===== config.mk =====
export PLATFORM = sky130hd
export DESIGN_NAME = bf_loop_stack
export DESIGN_NICKNAME = d
export VERILOG_FILES = /design/src/rtl/bf_loop_stack.sv
export SDC_FILE = /design/constraint.sdc
export NUM_CORES = 1
export LEC_CHECK = 0
export ABC_AREA = 1
export CAP_MARGIN = 30
export CORE_MARGIN = 4
export CORE_UTILIZATION = 55
export CTS_BUF_LIST = sky130_fd_sc_hd__clkbuf_4
export CTS_CLUSTER_DIAMETER = 40
export DETAILED_ROUTE_END_ITERATION = 7
export GPL_TIMING_DRIVEN = 0
export PLACE_DENSITY = 0.85
export SYNTH_ARGS = -nofsm -noshare
export SYNTH_HDL_FRONTEND = slang
export SYNTH_SLANG_ARGS = --single-unit

===== constraint.sdc =====
create_clock -name clk_i -period 2.7 [get_ports clk_i]
set_input_delay 0.54 -clock clk_i [delete_from_list [all_inputs] [get_ports clk_i]]
set_output_delay 0.54 -clock clk_i [all_outputs]
set_load 0.01 [all_outputs]

===== src/rtl/bf_loop_stack.sv =====
// rtl/bf_loop_stack.sv - loop-control stage: '[' / ']' LIFO, skip scanner, PC jump generation
//
// Purpose:
//   Drives the PC counter's D/LOAD inputs for Brainfuck loop instructions. Loop-entry
//   addresses live in a LIFO. A nesting-depth scanner flags instructions as skipped
//   while a zero-cell loop body is bypassed.
//
// Ports:
//   clk_i        rising-edge clock
//   rst_n_i      asynchronous active-low reset
//   en_i         instruction valid strobe, one cycle per instruction
//   op_open_i    instruction is '[' (qualified by en_i)
//   op_close_i   instruction is ']' (qualified by en_i)
//   cell_zero_i  current data cell is zero (sampled with en_i)
//   pc_i         address of the instruction presented with en_i
//   pc_d_o       jump target for the PC counter
//   pc_load_o    one-cycle load pulse for the PC counter
//   skip_o       current instruction is a no-op (skip mode)
//   level_o      number of valid stack entries
//   empty_o      level_o == 0
//   full_o       level_o == 2**DEPTH_LOG2
//   error_o      sticky fault flag
//
// Configuration macro:
//   BF_LOOP_HALT_ON_ERROR_EN - when defined, any fault parks the FSM in HALT until reset.

module bf_loop_stack #(
  parameter int ADDR_WIDTH = 8,
  parameter int DEPTH_LOG2 = 4,
  parameter int NEST_WIDTH = 8
) (
  input  logic                  clk_i,
  input  logic                  rst_n_i,
  input  logic                  en_i,
  input  logic                  op_open_i,
  input  logic                  op_close_i,
  input  logic                  cell_zero_i,
  input  logic [ADDR_WIDTH-1:0] pc_i,
  output logic [ADDR_WIDTH-1:0] pc_d_o,
  output logic                  pc_load_o,
  output logic                  skip_o,
  output logic [DEPTH_LOG2:0]   level_o,
  output logic                  empty_o,
  output logic                  full_o,
  output logic                  error_o
);

  localparam int DEPTH = 1 << DEPTH_LOG2;
  localparam int LW    = DEPTH_LOG2 + 1;

  typedef enum logic [1:0] {
    ST_RUN  = 2'd0,
    ST_SKIP = 2'd1,
    ST_HALT = 2'd2
  } state_e;

  state_e                  state_q, state_d;
  logic [LW-1:0]           level_q, level_d;
  logic [NEST_WIDTH-1:0]   nest_q, nest_d;
  logic [ADDR_WIDTH-1:0]   pc_d_q, pc_d_d;
  logic                    pc_load_q, pc_load_d;
  logic                    error_q, error_d;
  logic [ADDR_WIDTH-1:0]   stack_q [DEPTH];

  logic                    accept;
  logic                    push;
  logic                    fault;
  logic                    empty;
  logic                    full;
  logic [DEPTH_LOG2-1:0]   top_idx;
  logic [ADDR_WIDTH-1:0]   top;

  assign empty   = (level_q == '0);
  assign full    = (level_q == LW'(DEPTH));
  // When full the low bits wrap to 0, so subtracting one still lands on the last entry.
  assign top_idx = level_q[DEPTH_LOG2-1:0] - DEPTH_LOG2'(1);
  // Combinational read of registered storage: a push is visible on the very next cycle.
  assign top     = stack_q[top_idx];

  // An instruction arriving while a load pulse is out is dropped: the PC is being redirected.
  assign accept  = en_i && !pc_load_q;

  always_comb begin
    state_d   = state_q;
    level_d   = level_q;
    nest_d    = nest_q;
    pc_d_d    = pc_d_q;
    pc_load_d = 1'b0;
    error_d   = error_q;
    push      = 1'b0;
    fault     = 1'b0;

    if (accept) begin
      case (state_q)
        ST_RUN: begin
          if (op_open_i && op_close_i) begin
            fault = 1'b1;
          end else if (op_open_i) begin
            if (cell_zero_i) begin
              nest_d  = NEST_WIDTH'(1);
              state_d = ST_SKIP;
            end else if (full) begin
              fault = 1'b1;
            end else begin
              push    = 1'b1;
              level_d = level_q + LW'(1);
            end
          end else if (op_close_i) begin
            if (empty) begin
              fault = 1'b1;
            end else if (!cell_zero_i) begin
              pc_load_d = 1'b1;
              pc_d_d    = top + ADDR_WIDTH'(1);
            end else begin
              level_d = level_q - LW'(1);
            end
          end
        end
        ST_SKIP: begin
          if (op_open_i && op_close_i) begin
            fault = 1'b1;
          end else if (op_open_i) begin
            if (&nest_q) fault = 1'b1;
            else         nest_d = nest_q + NEST_WIDTH'(1);
          end else if (op_close_i) begin
            if (nest_q == NEST_WIDTH'(1)) begin
              nest_d  = '0;
              state_d = ST_RUN;
            end else begin
              nest_d = nest_q - NEST_WIDTH'(1);
            end
          end
        end
        default: ;
      endcase
    end

    if (fault) begin
      error_d = 1'b1;
`ifdef BF_LOOP_HALT_ON_ERROR_EN
      state_d = ST_HALT;
`endif
    end
  end

  always_ff @(posedge clk_i or negedge rst_n_i) begin
    if (!rst_n_i) begin
      state_q   <= ST_RUN;
      level_q   <= '0;
      nest_q    <= '0;
      pc_d_q    <= '0;
      pc_load_q <= 1'b0;
      error_q   <= 1'b0;
    end else begin
      state_q   <= state_d;
      level_q   <= level_d;
      nest_q    <= nest_d;
      pc_d_q    <= pc_d_d;
      pc_load_q <= pc_load_d;
      error_q   <= error_d;
    end
  end

  // Stack storage is deliberately not reset; LEVEL alone defines which entries are valid.
  always_ff @(posedge clk_i) begin
    if (push) stack_q[level_q[DEPTH_LOG2-1:0]] <= pc_i;
  end

  assign pc_d_o    = pc_d_q;
  assign pc_load_o = pc_load_q;
  assign skip_o    = (state_q == ST_SKIP);
  assign level_o   = level_q;
  assign empty_o   = empty;
  assign full_o    = full;
  assign error_o   = error_q;

endmodule


Word-level counts from Yosys, hierarchy flattened
Memory sizes are Yosys's and may differ from the RTL's.
Index checks and enable logic that the tools add are counted.
{"block": "totals", "ramBits": 128, "n_memories": 1, "output_inout_bits": 18, "reg_bits": 25, "elab_cells": 94}
{"name": "stack_q", "depth": 16, "width": 8, "rd": 1, "rd_ports_with_merged_regs": 0, "wr": 1, "line": "63", "source": "logic [ADDR_WIDTH-1:0] stack_q [DEPTH];"}
{"block": "classes", "add_sub_neg": 6, "muxes": 49, "bitwise_logic": 4, "n_reduce_logical": 13, "eq_ne": 15}
{"op": "8-bit 2-to-1 mux", "n": 8}
{"op": "5-bit 2-to-1 mux", "n": 6}
{"op": "1-bit 2-to-1 mux", "n": 25}
{"op": "8-bit AND reduction", "n": 3}
{"op": "2-bit inequality test (second input constant)", "n": 9}
{"op": "8-bit by 1-bit adder with 8-bit output (second input constant)", "n": 2}
{"op": "8-bit case mux with 2 select lines", "n": 1}
{"op": "2-bit 2-to-1 mux", "n": 7}
{"op": "9-bit AND reduction", "n": 1}
{"op": "8-bit by 1-bit equality test with 1-bit output (second input constant)", "n": 1}
{"op": "8-bit by 1-bit subtractor with 8-bit output (second input constant)", "n": 1}
{"op": "7-bit AND reduction", "n": 1}
{"op": "3-bit inequality test (second input constant)", "n": 2}
{"op": "2-bit nonzero test", "n": 3}
{"op": "5-bit by 1-bit adder with 5-bit output (second input constant)", "n": 1}
{"op": "5-bit equality test (second input constant)", "n": 1}
{"op": "5-bit zero test", "n": 1}
{"op": "5-bit by 1-bit subtractor with 5-bit output (second input constant)", "n": 1}
{"op": "1-bit inverter", "n": 4}
{"op": "2-bit case mux with 2 select lines", "n": 1}
{"op": "4-bit by 1-bit subtractor with 4-bit output (second input constant)", "n": 1}
{"op": "2-bit by 1-bit equality test with 1-bit output (second input constant)", "n": 1}
{"op": "1-bit logical AND", "n": 2}
{"op": "2-bit zero test", "n": 1}
{"op": "other kinds (3)", "n": 3}

Longest topological paths before layout
Gate-level depths: netlist (run 1).
{"block": "logic_depth", "depth_word": 9, "ltp_mapped": 21, "depth_no_buf": 17}

Worst setup path before layout (run 1)
Ideal clock, no wire load.
{"block": "synth_path", "path_kind": "flip-flop to flip-flop", "from": "register level_q[0], in the netlist level_o[0]", "to": "register pc_d_q[6], in the netlist pc_d_o[6]", "setup_slack_ns": -0.015, "stages_incl_launch_ff": 20, "synth_period_minus_slack_ns": 2.715, "arrival_ns": 2.598, "required_ns": 2.583, "cell_sequence": "dfrtp_1 buf_4 inv_4 buf_4 buf_4 ha_1 inv_2 clkbuf_1 nand3_1 nand3_2 nand3_2 nand2_2 inv_1 ha_1 nand2_2 nor2_4 nand2_1 nand2_1 nand3_1 nand2_1"}
{"block": "synth_between", "elab_chain_cells": 3, "word_cells_on_any_way": 6}
{"item": "from (decl)", "line": "58", "source": "logic [LW-1:0] level_q, level_d;"}
{"item": "from (signal assigned)", "line": "156", "source": "level_q <= level_d;"}
{"item": "4-bit by 1-bit subtractor with 4-bit output", "line": "76", "source": "assign top_idx = level_q[DEPTH_LOG2-1:0] - DEPTH_LOG2'(1);"}
{"item": "net top_idx[0]", "line": "70", "source": "logic [DEPTH_LOG2-1:0] top_idx;"}
{"item": "memory read 16 x 8 bit"}
{"item": "8-bit by 1-bit adder with 8-bit output", "line": "113", "source": "pc_d_d = top + ADDR_WIDTH'(1);"}
{"item": "to (signal assigned)", "line": "158", "source": "pc_d_q <= pc_d_d;"}
{"item": "to (decl)", "line": "60", "source": "logic [ADDR_WIDTH-1:0] pc_d_q, pc_d_d;"}
The timed path passes the listed nets, and every way through them passes these cells.
A chain may end at the register's enable or synchronous reset.

Final worst setup path (run 1)
{"block": "layout_path", "from": "input port op_open_i", "to": "memory stack_q[9][0] (enable)"}
{"block": "layout_between", "elab_chain_cells": 6, "word_cells_on_any_way": 7}
{"item": "from (decl)", "line": "35", "source": "input logic op_open_i,"}
{"item": "1-bit 2-to-1 mux / 1-bit logical AND (equally long branches)", "line": "98, 96"}
{"item": "1-bit 2-to-1 mux (*)", "line": "96", "source": "if (op_open_i && op_close_i) begin"}
{"item": "1-bit 2-to-1 mux (*)", "line": "94", "source": "case (state_q)"}
{"item": "1-bit 2-to-1 mux (*)", "line": "93", "source": "if (accept) begin"}
{"item": "1-bit 2-to-1 mux (*)", "line": "166", "source": "if (push) stack_q[level_q[DEPTH_LOG2-1:0]] <= pc_i;"}
{"item": "1-bit 2-to-1 mux (implied by the code) (*)", "line": "166"}
{"item": "to (decl)", "line": "63"}
Every way passes the cells marked *; elsewhere a longest branch is shown, timed or not.

==> results of run 1 <==
[power groups by stage]
stage	sequential (mW)	clock [mW]	combinational (mW)
CTS	2.86	1.47	4.43
floorplan	2.94	0	2.99
global route	2.90	1.60	5.22
global placement	2.91	0	4.08
detailed placement	2.92	0	4.27
finish	2.87	1.47	4.78
[Yosys cell counts, types with 2 or more instances]
cell type / count
ha_1: 11
nand2_4: 2
nor2_2: 3
nand3_2: 8
clkbuf_1: 3
nand2_2: 7
nor4_1: 2
o22ai_1: 3
inv_1: 41
xor2_1: 8
dfrtp_1: 24
o21ai_1: 6
nand3_1: 103
o211ai_1: 4
a21oi_1: 13
edfxtp_1: 128
inv_2: 5
nor3_1: 4
a31oi_1: 3
nor2_1: 62
nand2_1: 165
o21ai_0: 25
a211oi_1: 2
nand4_1: 2
buf_2: 10
buf_4: 8
[final cells by class]
class / count / area (sq um)
plain buffers: 23 / 206.4
clock buffers: 20 / 150.1
clock inverters: 11 / 145.1
fillers: 900 / 4124
inverters: 48 / 197.7
multi-input cells: 440 / 2282
flip-flops and latches: 152 / 4444
well taps: 168 / 210.2
repair buffers: 45 / 451.7
[metrics by stage]
stage               power (mW)    util
floorplan                5.930       -
global placement         6.993  0.6141
detailed placement       7.189  0.6179
CTS                      8.762  0.6489
global route             9.715  0.6623
finish                   9.122  0.6623
[what timing repair did]
action | 4_1_cts | 5_1_grt
gates resized for setup | 27 | 28
pin swaps | 1 | 2
endpoints found under the hold margin | 0 | 0
setup endpoints to repair | 138 | 102
cloned | 0 | 1
buffers inserted | 1 | 5
[flip-flops by register name, summed over array words and instances, names as in the netlist]
signal     flops
error_o        1
level_o        5
nest_q         8
pc_d_o         8
pc_load_o      1
stack_q      128
state_q        1
[layer usage]
layer / vias to the layer above / wire length [um]
li1: 2415 / -
met1: 2482 / 6381
met2: 296 / 8294
met3: 61 / 1634
met4: 0 / 529
met5: - / 0
[worst paths after layout]
kind	to	slack, ns
setup reg to reg	stack_q[9][0]	0.04
max in group asynchronous	error_o	2.07
min in group clk_i	error_o	0.48
hold reg to reg	error_o	0.48
setup / recovery	stack_q[9][0]	0.009
hold / removal	pc_d_o[4]	0.22
[cells by family (layout without fill, tap and decap cells)]
logic type | after synthesis | count (layout) | synth area share
XOR/XNOR | 9 | 9 | 0.01130
AO/OA/AOI/OAI | 58 | 58 | 0.04590
AND/OR/NAND/NOR | 361 | 361 | 0.2317
adder cells (fa/ha/maj) | 12 | 12 | 0.02259
buffers and inverters | 73 | 147 | 0.05164
flip-flops | 152 | 152 | 0.6369
==> run_summary.xml, run 1 <==
<?xml version="1.0" encoding="UTF-8"?>
<metrics>
  <group name="status">
    <metric name="status" unit="">finished, final reports clean</metric>
  </group>
  <group name="clock_network">
    <metric name="worst_skew_pair.late_latency" unit="ns">0.56</metric>
    <metric name="tritoncts_clock_tree" unit="">yes</metric>
    <metric name="cts_sinks" unit="">152</metric>
    <metric name="cts_buf_count" unit="">17</metric>
    <metric name="worst_setup_hold_path_clk_slew" unit="ns">0.12</metric>
    <metric name="cts_hold_buf" unit="">0</metric>
    <metric name="clockBufferDepth" unit="">2</metric>
    <metric name="clk_root_buffer_cell" unit="">clkbuf_4</metric>
    <metric name="cts_max_level" unit="">4</metric>
  </group>
  <group name="sta">
    <metric name="report.final.hold_viol_count" unit="">0</metric>
    <metric name="timing.final.crit_share" unit="">0.9968</metric>
    <metric name="timing.slew.headroom" unit="">0.5592</metric>
    <metric name="finalSetupViolations" unit="">0</metric>
    <metric name="layout_setup_ws" unit="ns">0.008635</metric>
    <metric name="max_clock_freq" unit="GHz">0.3716</metric>
    <metric name="final-max-slew-violation-count" unit="">0</metric>
    <metric name="fin_worst_skew" unit="ns">0.01843</metric>
    <metric name="max_slew.worst_pin.slew" unit="ns">0.6605</metric>
    <metric name="fin_worst_hold_slack" unit="ns">0.2225</metric>
    <metric name="finalSetupTns" unit="ns">0</metric>
    <metric name="post-route-min-period" unit="ns">2.691</metric>
  </group>
  <group name="grt">
    <metric name="antenna_found_initial" unit="">0</metric>
    <metric name="global_route.usage.met3" unit="">0.05987</metric>
    <metric name="grt_pass1_vias" unit="">4894</metric>
    <metric name="grt_start_max_net_pins" unit="">22</metric>
    <metric name="grt.total_usage" unit="">0.2359</metric>
    <metric name="groute.layer.met2.usage" unit="">0.3950</metric>
    <metric name="global_route.overflow_total" unit="">0</metric>
    <metric name="grt_util_met1" unit="">0.2982</metric>
    <metric name="wire_length_of_the_first_global_routing_pass" unit="mm">25.87</metric>
    <metric name="globalRoute.busiestLayer" unit="">met2</metric>
  </group>
  <group name="floorplan">
    <metric name="num_io_pins" unit="">32</metric>
    <metric name="die_width" unit="um">120.6</metric>
    <metric name="initial_core_util" unit="">0.5714</metric>
    <metric name="die_footprint" unit="sq mm">0.01455</metric>
    <metric name="num_rows" unit="">40</metric>
    <metric name="placeableCoreArea" unit="sq mm">0.01221</metric>
    <metric name="die_y" unit="um">120.6</metric>
  </group>
  <group name="pwr">
    <metric name="power.share.sequential" unit="">0.315</metric>
    <metric name="clock_power_share" unit="">0.161</metric>
    <metric name="leakage" unit="nW">3.130</metric>
    <metric name="p_sw_frac" unit="">0.4341</metric>
    <metric name="net-switching-power" unit="mW">3.960</metric>
    <metric name="total_power_per_unit_cell_area" unit="mW/mm^2">1128</metric>
    <metric name="combPwrFrac" unit="">0.524</metric>
    <metric name="cell_internal_pwr" unit="mW">5.161</metric>
    <metric name="vdd_ir_drop_max" unit="mV">0.6651</metric>
  </group>
  <group name="synth">
    <metric name="synth_edf_count" unit="">128</metric>
    <metric name="post_synthesis_cell_area" unit="sq mm">0.006978</metric>
    <metric name="syn_inst" unit="">665</metric>
    <metric name="async_reset_ff_frac" unit="">0.1579</metric>
    <metric name="synth_largest_type_area_fraction" unit="">0.5508</metric>
    <metric name="synth_seq_cells" unit="">152</metric>
    <metric name="mean_area_per_synthesized_cell" unit="sq um">10.49</metric>
    <metric name="synth_area_leader_cell" unit="">edfxtp_1</metric>
    <metric name="synthFlopType" unit="">edfxtp_1</metric>
    <metric name="synth_area_leaders" unit="">edfxtp_1 55%, nand2_1 8.9%, dfrtp_1 8.6%</metric>
    <metric name="synthesis.nets" unit="">691</metric>
    <metric name="synth_sequential_area_ratio" unit="">0.6369</metric>
    <metric name="ys_types" unit="">39</metric>
    <metric name="ys_warn_count" unit="">0</metric>
  </group>
  <group name="critical_path">
    <metric name="slowest_stage" unit="">clkdlybuf4s50_1</metric>
    <metric name="crit_path_category" unit="">in2reg</metric>
    <metric name="timing.critical_path.to_type" unit="">flop</metric>
    <metric name="worstReg2RegStart" unit="">level_o[0]</metric>
    <metric name="startpoint_type" unit="">input port</metric>
    <metric name="timing.critical_path.mode_cell" unit="">nor2_1</metric>
    <metric name="crit_fanout" unit="">10</metric>
    <metric name="worst_path_dominant_cell_family" unit="">buffers and inverters</metric>
    <metric name="critPathLaunch" unit="">op_open_i</metric>
    <metric name="crit_arrival" unit="ns">2.96</metric>
    <metric name="required" unit="ns">2.97</metric>
    <metric name="worstPathCellList" unit="">clkdlybuf4s50_1 -&gt; buf_2 -&gt; nand3_1 -&gt; nor2_1 -&gt; nand2_1 -&gt; nor2_1 -&gt; buf_4</metric>
    <metric name="cpPeakStageDelay" unit="ns">0.69</metric>
    <metric name="path_buf_inv" unit="">3</metric>
    <metric name="r2r.worst_path.cells" unit="">10</metric>
    <metric name="path_depth" unit="">7</metric>
  </group>
  <group name="finish">
    <metric name="leading_cell_types_in_the_layout_fill_and_taps_excluded" unit="">165 x nand2_1, 128 x edfxtp_1, 102 x nand3_1, 49 x nor2_1, 40 x inv_1</metric>
    <metric name="final_design_area_no_fill" unit="sq mm">0.008088</metric>
    <metric name="synthToLayoutAreaGrowth" unit="%">15.90</metric>
    <metric name="antennaDiodeCount" unit="">0</metric>
    <metric name="drive_gt1_frac" unit="">0.1543</metric>
    <metric name="finish.net_count" unit="">753</metric>
    <metric name="finish.cell_count_without_fillers" unit="">907</metric>
    <metric name="layout.cells.most_common" unit="">nand2_1</metric>
  </group>
  <group name="route">
    <metric name="avgRoutedWirePerCell" unit="um">18.57</metric>
    <metric name="postRouteWirelength" unit="mm">16.84</metric>
    <metric name="remaining_drc_errors" unit="">0</metric>
    <metric name="drt.antenna.violating_nets" unit="">0</metric>
    <metric name="routed_via_density" unit="">5.793</metric>
    <metric name="first_pass_iters" unit="">5</metric>
    <metric name="drt_iter0_drc" unit="">625</metric>
    <metric name="via_count" unit="">5254</metric>
  </group>
  <group name="place">
    <metric name="gp_congestion" unit="">0.9226</metric>
    <metric name="placed_cells_incl_taps" unit="">867</metric>
    <metric name="dp_worst_setup_slack" unit="ns">-0.7751</metric>
    <metric name="place.detailed.hpwl" unit="mm">10.79</metric>
    <metric name="dpl_cell_area" unit="sq mm">0.007546</metric>
    <metric name="io_buffer_count" unit="">31</metric>
  </group>
  <group name="job">
    <metric name="max_cap_viol_count" unit="">0</metric>
  </group>
  <group name="hold_path">
    <metric name="min_path_type" unit="">in2async</metric>
  </group>
</metrics>
(Power assumes the default switching activity.)
==> run 2: changes to the inputs <==
- GPL_TIMING_DRIVEN: 0 -> 1
==> run 2 against run 1 <==
  * Clock skew increased by 0.0013 ns
  * Die area unchanged
  * Hold slack improved by 0.12 ns
  * Flip-flop and latch count stayed put
  * Cell area fell by 2.2%
  * Highest routed layer unchanged
==> run_summary.xml, run 2 (synthesized netlist as in run 1, its figures left out) <==
<?xml version="1.0" encoding="UTF-8"?>
<metrics>
  <group name="place">
    <metric name="placed_cells_incl_taps" unit="">868</metric>
    <metric name="io_buffer_count" unit="">31</metric>
    <metric name="gp_congestion" unit="">0.9101</metric>
    <metric name="place.detailed.hpwl" unit="mm">10.65</metric>
  </group>
  <group name="route">
    <metric name="remaining_drc_errors" unit="">0</metric>
    <metric name="highest-signal-layer" unit="">met4</metric>
    <metric name="first_pass_iters" unit="">5</metric>
    <metric name="postRouteWirelength" unit="mm">15.78</metric>
    <metric name="wirelength_met1" unit="mm">6.381</metric>
    <metric name="drt.antenna.violating_nets" unit="">0</metric>
    <metric name="route.met2.wl" unit="mm">7.716</metric>
    <metric name="met3WireLength" unit="mm">1.366</metric>
    <metric name="routed_via_density" unit="">5.691</metric>
    <metric name="via_count" unit="">5122</metric>
    <metric name="drt_iter0_drc" unit="">562</metric>
    <metric name="avgRoutedWirePerCell" unit="um">17.53</metric>
  </group>
  <group name="finish">
    <metric name="layout.cells.most_common" unit="">nand2_1</metric>
    <metric name="final.fill_count" unit="">977</metric>
    <metric name="drive_gt1_frac" unit="">0.1284</metric>
    <metric name="synthToLayoutAreaGrowth" unit="%">13.41</metric>
    <metric name="final_core_utilization" unit="">0.6481</metric>
    <metric name="antennaDiodeCount" unit="">0</metric>
    <metric name="finish.cell_count_without_fillers" unit="">900</metric>
    <metric name="finish.net_count" unit="">745</metric>
    <metric name="largest_reg_flops" unit="">128</metric>
    <metric name="leading_cell_types_in_the_layout_fill_and_taps_excluded" unit="">165 x nand2_1, 128 x edfxtp_1, 102 x nand3_1, 62 x nor2_1, 41 x inv_1</metric>
  </group>
  <group name="clock_network">
    <metric name="cts_buf_count" unit="">17</metric>
    <metric name="tritoncts_clock_tree" unit="">yes</metric>
    <metric name="clockBufferDepth" unit="">2</metric>
    <metric name="worst_skew_pair.late_latency" unit="ns">0.56</metric>
    <metric name="cts_sinks" unit="">152</metric>
    <metric name="worst_setup_hold_path_clk_slew" unit="ns">0.13</metric>
    <metric name="post-cts-setup-buffer-count" unit="">0</metric>
    <metric name="cts_hold_buf" unit="">0</metric>
    <metric name="clk_root_buffer_cell" unit="">clkbuf_4</metric>
    <metric name="cts_max_level" unit="">4</metric>
  </group>
  <group name="sta">
    <metric name="post-route-min-period" unit="ns">2.614</metric>
    <metric name="max_clock_freq" unit="GHz">0.3825</metric>
    <metric name="max_slew.worst_pin.slew" unit="ns">0.7808</metric>
    <metric name="timing.slew.headroom" unit="">0.4778</metric>
    <metric name="fin_worst_skew" unit="ns">0.01975</metric>
    <metric name="timing.final.crit_share" unit="">0.9683</metric>
    <metric name="finalSetupViolations" unit="">0</metric>
    <metric name="final-max-slew-violation-count" unit="">0</metric>
    <metric name="report.final.hold_viol_count" unit="">0</metric>
  </group>
  <group name="grt">
    <metric name="global_route.overflow_total" unit="">0</metric>
    <metric name="grt.total_usage" unit="">0.2261</metric>
    <metric name="grt_pass1_vias" unit="">4990</metric>
    <metric name="wire_length_of_the_first_global_routing_pass" unit="mm">25.19</metric>
    <metric name="antenna_found_initial" unit="">0</metric>
    <metric name="grt_start_max_net_pins" unit="">73</metric>
  </group>
  <group name="critical_path">
    <metric name="crit_path_category" unit="">reg2out</metric>
    <metric name="crit_arrival" unit="ns">2.07</metric>
    <metric name="worstReg2RegStart" unit="">level_o[1]</metric>
    <metric name="timing.critical_path.to_type" unit="">output pin</metric>
    <metric name="startpoint_type" unit="">flop</metric>
    <metric name="crit_fanout" unit="">4</metric>
    <metric name="required" unit="ns">2.16</metric>
    <metric name="critPathLaunch" unit="">level_o[1]</metric>
  </group>
  <group name="pwr">
    <metric name="power.share.sequential" unit="">0.331</metric>
    <metric name="p_sw_frac" unit="">0.4422</metric>
    <metric name="combPwrFrac" unit="">0.495</metric>
    <metric name="cell_internal_pwr" unit="mW">4.803</metric>
    <metric name="net-switching-power" unit="mW">3.808</metric>
    <metric name="vdd_ir_drop_max" unit="mV">0.6470</metric>
    <metric name="leakage" unit="nW">3.086</metric>
    <metric name="total_power_per_unit_cell_area" unit="mW/mm^2">1088</metric>
    <metric name="clock_power_share" unit="">0.174</metric>
  </group>
  <group name="floorplan">
    <metric name="die_y" unit="um">120.6</metric>
    <metric name="num_rows" unit="">40</metric>
    <metric name="die_footprint" unit="sq mm">0.01455</metric>
    <metric name="num_io_pins" unit="">32</metric>
    <metric name="placeableCoreArea" unit="sq mm">0.01221</metric>
    <metric name="die_width" unit="um">120.6</metric>
    <metric name="initial_core_util" unit="">0.5714</metric>
  </group>
  <group name="status">
    <metric name="status" unit="">finished, final reports clean</metric>
  </group>
  <group name="hold_path">
    <metric name="min_path_type" unit="">in2async</metric>
  </group>
  <group name="job">
    <metric name="max_cap_viol_count" unit="">0</metric>
  </group>
</metrics>
## run 2: cell count changes in the layout (fill, tap and decap cells not counted), sizes merged
cell           before  now
clkdlybuf4s50      29   30
clkbuf             24   18
inv                51   53
clkinv              4    6
buf                34   28
clkdlybuf4s15       1    0
dlygate4sd2         0    1
## run 2: worst paths after layout
path | end | slack, ns | cells after the start
max | empty_o | 0.09 | 5
min | state_q[0] | 0.34 | 2
max reg2reg | pc_d_o[6] | 0.27 | 15
min reg2reg | error_o | 0.48 | 2
max in group asynchronous | level_o[0] | 2.10 | 2
min in group clk_i | error_o | 0.48 | 2
## run 2: cell type report
cell class / count / area [sq um] / share of cell area
flip-flops and latches: 152 / 4446 / 0.5617
multi-input cells: 440 / 2196 / 0.2775
repair buffers: 60 / 558.0 / 0.07051
well taps: 168 / 210.2 / 0.02656
clock inverters: 15 / 188.9 / 0.02387
inverters: 48 / 187.7 / 0.02372
clock buffers: 17 / 127.6 / 0.01613
## run 2: repair_timing
action / in CTS / in global routing
setup endpoints to repair: 3 / 3
endpoints found under the hold margin: 0 / 0
gates resized for setup: 5 / 2
## run 2: critical path, stage by stage (launching register included)
cell	delay [ns]
dfrtp_1	0.40
inv_1	0.15
ha_4	0.19
nand3_2	0.13
inv_2	0.12
clkdlybuf4s50_1	0.54
## run 2: through the flow
| step | power [mW] | setup TNS (ns) | worst slack, ns | hold WS (ns) | cell area (sq um) |
|---|---|---|---|---|---|
| final | 8.611 | 0 | 0.08566 | 0.3405 | 7914 |
| after detailed placement | 7.044 | 0 | 0.1190 | 0.4565 | 7570 |
| after CTS | 8.568 | 0 | 0.01056 | 0.3197 | 7901 |
| after floorplan | 5.930 | 0 | 0.04199 | 0.2444 | 6979 |
| after global placement | 6.899 | 0 | 0.1485 | 0.4484 | 7570 |
| after global routing | 9.204 | -0.01737 | -0.01737 | 0.3378 | 7914 |
## run 2: power groups by stage
stage / Combinational (mW) / Clock, mW / Sequential [mW]
floorplan: 2.99 / 0 / 2.94
global placement: 4.01 / 0 / 2.89
detailed placement: 4.15 / 0 / 2.90
CTS: 4.19 / 1.53 / 2.85
global route: 4.68 / 1.65 / 2.88
finish: 4.26 / 1.50 / 2.85
## run 2: per-layer routing
metal | vias up | track usage
li1 | 2393 | -
met1 | 2443 | 0.2971
met2 | 258 | 0.3654
met3 | 28 | 0.05145
met4 | 0 | 0.09207
met5 | - | 0
